**config.mk**
```make
export PLATFORM = sky130hd
export DESIGN_NAME = fetch_unit
export DESIGN_NICKNAME = d
export VERILOG_FILES = /design/src/rtl/fetch_unit.sv
export SDC_FILE = /design/constraint.sdc
export NUM_CORES = 1
export LEC_CHECK = 0
export ABC_AREA = 1
export CORE_ASPECT_RATIO = 0.8
export CORE_MARGIN = 2
export CORE_UTILIZATION = 46
export DETAILED_ROUTE_END_ITERATION = 12
export HOLD_SLACK_MARGIN = 0.05
export PLACE_DENSITY_LB_ADDON = 0.2
export RECOVER_POWER = 25
export SYNTH_ARGS = -nofsm -noshare
export SYNTH_HDL_FRONTEND = slang
export SYNTH_SLANG_ARGS = --single-unit
```
**constraint.sdc**
```tcl
create_clock -name clk -period 1.65 [get_ports clk]
set_input_delay 0.165 -clock clk [delete_from_list [all_inputs] [get_ports clk]]
set_output_delay 0.165 -clock clk [all_outputs]
set_load 0.005 [all_outputs]
```
**src/rtl/fetch_unit.sv**
```systemverilog
// fetch_unit: instruction fetch sequencer for a 4-bit-address program ROM.
// It fetches the byte at pc, offers it to the decoder, and advances pc on
// the handshake. Taken jumps (JMP and JNC) are resolved on that same edge.
// A fetch that gets no ack for 8 cycles is abandoned through a one-cycle
// RETRY state, and then the same address is fetched again.
//
// Ports:
//   clk, rst           clock, synchronous active-high reset
//   halt               stop fetching; checked in IDLE and at issue handshake
//   carry              ALU carry, used by JNC at the handshake edge only
//   rom_req/rom_addr   program-memory read request and address (= pc)
//   rom_ack/rom_data   read data valid (honoured only in FETCH) and byte
//   inst/inst_valid    instruction to decoder ([7:4] opcode, [3:0] imm)
//   inst_ready         decoder accepts inst
//   pc                 current program counter
//   fetch_err          one-cycle pulse when a fetch times out
module fetch_unit (
  input  logic       clk,
  input  logic       rst,
  input  logic       halt,
  input  logic       carry,
  output logic       rom_req,
  output logic [3:0] rom_addr,
  input  logic       rom_ack,
  input  logic [7:0] rom_data,
  output logic [7:0] inst,
  output logic       inst_valid,
  input  logic       inst_ready,
  output logic [3:0] pc,
  output logic       fetch_err
);

  typedef enum logic [1:0] {IDLE, FETCH, ISSUE, RETRY} state_t;

  localparam logic [3:0] OP_JMP = 4'b1111;
  localparam logic [3:0] OP_JNC = 4'b1110;

  state_t     r_state, w_next;
  logic [3:0] r_pc, w_pc_next;
  logic [7:0] r_inst;
  logic [2:0] r_cnt;
  logic       w_hs, w_ack;

  assign w_ack = (r_state == FETCH) && rom_ack;
  assign w_hs  = (r_state == ISSUE) && inst_ready;

  // Branch resolution. Only the handshake edge uses this, so carry has no
  // effect at any other time.
  always_comb begin
    w_pc_next = r_pc + 4'd1;
    if (r_inst[7:4] == OP_JMP)
      w_pc_next = r_inst[3:0];
    else if (r_inst[7:4] == OP_JNC && !carry)
      w_pc_next = r_inst[3:0];
  end

  always_comb begin
    w_next = r_state;
    case (r_state)
      IDLE:  if (!halt) w_next = FETCH;
      // An ack always wins, including on the last cycle before timeout.
      FETCH: if (rom_ack)           w_next = ISSUE;
             else if (r_cnt == 3'd7) w_next = RETRY;
      ISSUE: if (inst_ready) w_next = halt ? IDLE : FETCH;
      RETRY: w_next = FETCH;
      default: w_next = IDLE;
    endcase
  end

  always_ff @(posedge clk) begin
    if (rst) begin
      r_state <= IDLE;
      r_pc    <= 4'd0;
      r_inst  <= 8'h00;
      r_cnt   <= 3'd0;
    end else begin
      r_state <= w_next;
      if (w_ack) r_inst <= rom_data;
      // The count is held at 0 outside FETCH, so every entry to FETCH
      // starts from zero. It wraps to 0 when the fetch moves to RETRY.
      if (r_state == FETCH && !rom_ack) r_cnt <= r_cnt + 3'd1;
      else                              r_cnt <= 3'd0;
      if (w_hs) r_pc <= w_pc_next;
    end
  end

  // All outputs come from the state register or from other registers.
  assign rom_req    = (r_state == FETCH);
  assign inst_valid = (r_state == ISSUE);
  assign fetch_err  = (r_state == RETRY);
  assign rom_addr   = r_pc;
  assign pc         = r_pc;
  assign inst       = r_inst;

endmodule
```
======== Yosys cells after proc, flatten, opt, wreduce, memory -nomap -nowiden ========
Index checks and enable logic that the tools add are counted.
word-level totals
  output and inout port bits .............. 19
  input bits .............................. 14
  word-level logic and storage cells ...... 33
  flip-flop bits (word level) ............. 17
operators by class
  reduce and logical (&&, ||, !) cells .... 9
  add/sub/neg operators ................... 2
  muxes and demuxes ....................... 8
  equal/unequal tests ..................... 9
  bitwise logic cells ..................... 1
operators with widths
  cell                                                                    count
  4-bit equality test (second input constant)                             2
  2-bit 2-to-1 mux                                                        4
  4-bit 2-to-1 mux                                                        2
  2-bit one-hot mux with 4 select lines                                   1
  4-bit by 1-bit adder with 4-bit output (second input constant)          1
  2-bit equality test (second input constant)                             2
  1-bit logical AND                                                       4
  3-bit by 1-bit adder with 3-bit output (second input constant)          1
  3-bit equality test (second input constant)                             1
  3-bit by 1-bit != test with 1-bit output (second input constant)        1
  3-bit AND reduction                                                     1
  2-bit by 1-bit equality test with 1-bit output (second input constant)  1
  1-bit zero test                                                         2
  2-bit zero test                                                         1
  2-bit by 1-bit != test with 1-bit output (second input constant)        1
  2-bit != test (second input constant)                                   1
  2-bit OR reduction                                                      1
  1-bit 2-to-1 mux                                                        1
  1-bit NOT                                                               1

======== Depth between registers and ports, before layout ========
  depth after elaboration ................. 4
  gate-level depth with buffers ........... 8
  depth with buffers taken out ............ 8

======== Worst setup path before layout ========
No wires, ideal clock.
  path type ............................... flip-flop to flip-flop
  from .................................... register r_state[1]
  to ...................................... register r_inst[1], in the netlist inst[1]
  period minus slack after synthesis ...... 1.185 ns
  library setup time ...................... 0.119 ns
  arrival ................................. 1.066 ns
  data required time ...................... 1.531 ns
  path slack .............................. 0.465 ns
  path buffers ............................ 1
  cell stages (with the launch flop) ...... 7
  cell sequence ........................... dfxtp_1 > inv_1 > ha_1 > nand2_1 > buf_4 > o21ai_0 > a21oi_1
between the ends
  cells in the longest elaborated chain, start to end .. 2
ends and longest elaborated chain
  what                                            line  source
  from (decl)                                     38    state_t r_state, w_next;
  from (signal assigned)                          77    r_state <= w_next;
  2-bit by 1-bit equality test with 1-bit output  -
  net rom_req                                     22    output logic rom_req,
  1-bit logical AND                               44    assign w_ack = (r_state == FETCH) && rom_ack;
  to (signal assigned)                            78    if (w_ack) r_inst <= rom_data;
  to (decl)                                       40    logic [7:0] r_inst;
The timed path passes the listed nets, and every way through them passes these cells.
A chain may end at the register's enable or synchronous reset.

======== Worst setup path after layout ========
  from .................................... register r_state[0]
  to ...................................... output port inst_valid
between the ends
  cells in the longest elaborated chain, start to end .. 1
ends and longest elaborated chain
  what                 line  source
  2-bit equality test  89    assign inst_valid = (r_state == ISSUE);
  to (decl)            27    output logic inst_valid,
Every way passes these cells.

==> out/metrics.csv <==
stage;metric;value;unit
run_status;outcome;completed;
logic_synthesis;muxShareOfSynthArea;0;%
global_route;grt.overflow.total;0;
critical_path;setup.worst_path.class;reg -> out;
final_layout;num-fill-cells;154;
logic_synthesis;mappedNetlistNets;136;
clock_network;clk-insertion-delay-late;0.28;ns
power;power.leakage;0.536;nW
critical_path;worst_path_dominant_cell_family;buffers and inverters;
global_route;globalRouteMet2Util;30.0;%
global_route;wire_length_of_the_first_global_routing_pass;2950;um
logic_synthesis;avgSynthCellArea;7.62;um^2
route;detail_route.wl_per_cell;10.2;um
logic_synthesis;synthCells;114;
route;routed_wirelength;1710;um
timing;min_period_over_period;96.6;%
timing;drv_slew;0;
logic_synthesis;seq_area_frac_synth;39.2;%
clock_network;total_cts_buffers;3;
route;route.vias.total;791;
clock_network;cts-root-buf;sky130_fd_sc_hd__clkbuf_4;
final_layout;design.final.nets;167;
timing;timing.fmax;0.627;GHz
critical_path;cp_slowest_stage_delay;0.50;ns
run;timing.max_cap.violations;0;
global_route;grt_usage;17.7;%
timing;post-route-min-period;1.59;ns
floorplan;row_count;14;
logic_synthesis;synth-simple-area-share;20.3;%
clock_network;cts.clk_slew.worst_paths;0.09;ns
logic_synthesis;synth_compound_area_share;15.3;%
placed_design;hpwl_detailed;1360;um
timing;setup_tns;0;ns
clock_network;cts_htree_levels;1;
floorplan;die_y;42.9;um
worst_hold_path;min_path_cells;1;
global_route;grt-busiest-layer;met2;
placed_design;placedCellCount;164;
logic_synthesis;post_synth_fa_ha_maj_area_fraction;11.5;%
clock_network;cts-hold-fix-buffers;0;
global_route;gr-usage-met3;5.99;%
worst_hold_path;hold_class;reg -> reg;
logic_synthesis;yosys_warnings;0;
global_route;maximum_number_of_pins_on_one_net_before_global_route_repair;15;
final_layout;most_common_cell_after_layout_fill_and_taps_aside;sky130_fd_sc_hd__clkdlybuf4s50_1;
critical_path;r2r_cells;7;
power;power.share.combinational;40.9;%
global_route;number_of_global_route_vias_before_repair;712;
critical_path;worst_setup_path_start_kind;register;
route;drtAntennaViolNets;0;
critical_path;timing.critical_path.fanout_max;4;
floorplan;die_w;52.6;um
global_route;antenna_found_initial;0;
timing;finClkSkew;0.00128;ns
timing;finalSetupViolations;0;
floorplan;floorplan.die_area;2250;um^2
final_layout;syn_to_layout_area_delta;39.6;%
timing;finalHoldViolations;0;
route;drt_pre_antenna_iters;4;
floorplan;start_util;47.7;%
timing;worst-slew-pin-transition;0.380;ns
power;power_switching_share;34.7;%
route;drt_drc_violations_left;0;
clock_network;cts_post_setup_buffers_inserted;0;
clock_network;cts_max_path_buffers;2;
critical_path;number_of_cells_on_the_critical_path;3;
final_layout;layout-drive-gt1-share;9.03;%
clock_network;tritoncts_num_sinks;17;
route;detail_route.vias_per_cell;4.71;
logic_synthesis;yosys.area_share.xor_xnor;1.01;%
global_route;met1_usage;21.1;%
floorplan;core-area;1820;um^2
power;power_density;1110;nW/um^2
final_layout;final_core_utilization;66.6;%
power;power.switching;0.468;mW
final_layout;final_cells;168;
critical_path;critPathSlowestCell;sky130_fd_sc_hd__clkdlybuf4s50_1;
timing;rsz0062_at_grt;false;
critical_path;cp-end-kind;output port;
logic_synthesis;synthDistinctLibCells;18;
power;power_report.internal_total;0.880;mW
final_layout;diodes;0;
critical_path;worstPathCellList;inv_1 > ha_2 > clkdlybuf4s50_1;
logic_synthesis;synth_seq_cells;17;
floorplan;boundaryPins;33;
timing;worst_slew_margin_rel;74.6;%
logic_synthesis;synth_top_family_by_area;simple AND/OR/NAND/NOR gates;
placed_design;io_buffers;32;
placed_design;place.gp.congestion;0.767;
critical_path;crit_required;1.48;ns
final_layout;final_cell_mix;sky130_fd_sc_hd__clkdlybuf4s50_1 (27), sky130_fd_sc_hd__inv_1 (18), sky130_fd_sc_hd__dfxtp_1 (15);
critical_path;cp.arrival;1.43;ns
power;power.ir.vdd_worst;0.000653;V
logic_synthesis;synth_area;868;um^2
clock_network;tritoncts;built;
critical_path;critical_path_buf_inv_count;2;
route;detailedRoute.firstIterationViolations;16;
timing;hold_ws;0.437;ns
power;power.share.sequential;42.7;%
power;clockPowerShare;16.3;%
==> through the flow <==
step	power, mW	area [um^2]	worst slack [ns]
6_report	1.35	1210	0.0560
4_1_cts	1.37	1210	0.0143
3_5_place_dp	1.14	1180	0.225
3_3_place_gp	1.12	1180	0.314
5_1_grt	1.46	1210	0.000136
2_1_floorplan	0.879	868	0.465
==> power by group through the flow <==
stage / Combinational [mW] / Sequential [mW] / Clock, mW
after floorplan: 0.306 / 0.573 / 0
after global placement: 0.546 / 0.575 / 0
after detailed placement: 0.557 / 0.584 / 0
after CTS: 0.564 / 0.575 / 0.230
after global routing: 0.620 / 0.591 / 0.249
final: 0.552 / 0.576 / 0.220
==> area by class of cell <==
class / count / area, um^2 / share of cell area, %
inverters: 18 / 67.6 / 5.57
flip-flops and latches: 17 / 343 / 28.3
clock buffers: 4 / 26.3 / 2.17
well taps: 24 / 30.0 / 2.48
repair buffers: 32 / 323 / 26.6
multi-input cells: 73 / 423 / 34.9
==> timing repair <==
item	4_1_cts	5_1_grt
endpoints found under the setup margin	1	2
pin swaps	0	0
gates resized for setup	2	3
==> cell families after synthesis <==
kind of cell	count (synthesis)
fa+ha+maj	8
compound gates	25
simple gates	39
xor+xnor	1
buf+inv	24
flops	17
==> state kept, by name, summed over array words and instances (netlist names) <==
name / flops
inst: 8
pc: 4
r_cnt: 3
r_state: 2
==> Yosys cell counts, drive strengths merged <==
cell type,number,area [um^2]
o21ai,14,70.1
nand4,1,6.26
a21oi,11,62.6
nor2,16,70.1
inv,18,67.6
xnor2,1,8.76
nand2,16,70.1
nand3,6,30.0
ha,8,100
dfxtp,17,340
buf,5,37.5
clkbuf,1,5.00
==> metal layers <==
layer,wire length [um],part of all wire (%)
met3,116,6.8
met5,0,0
met1,781,46
met2,797,47
met4,11,0.64
==> path summary, 6_finish.rpt <==
kind | slack [ns] | start | endpoint
setup / recovery | 0.06 | r_state[0]$_SDFFE_PP0P_ | inst_valid
hold / removal | 0.44 | r_cnt[0]$_SDFF_PP0_ | r_cnt[0]$_SDFF_PP0_
setup reg to reg | 0.32 | r_state[0]$_SDFFE_PP0P_ | r_state[0]$_SDFFE_PP0P_
hold reg to reg | 0.44 | r_cnt[0]$_SDFF_PP0_ | r_cnt[0]$_SDFF_PP0_
(Power assumes the default switching activity.)
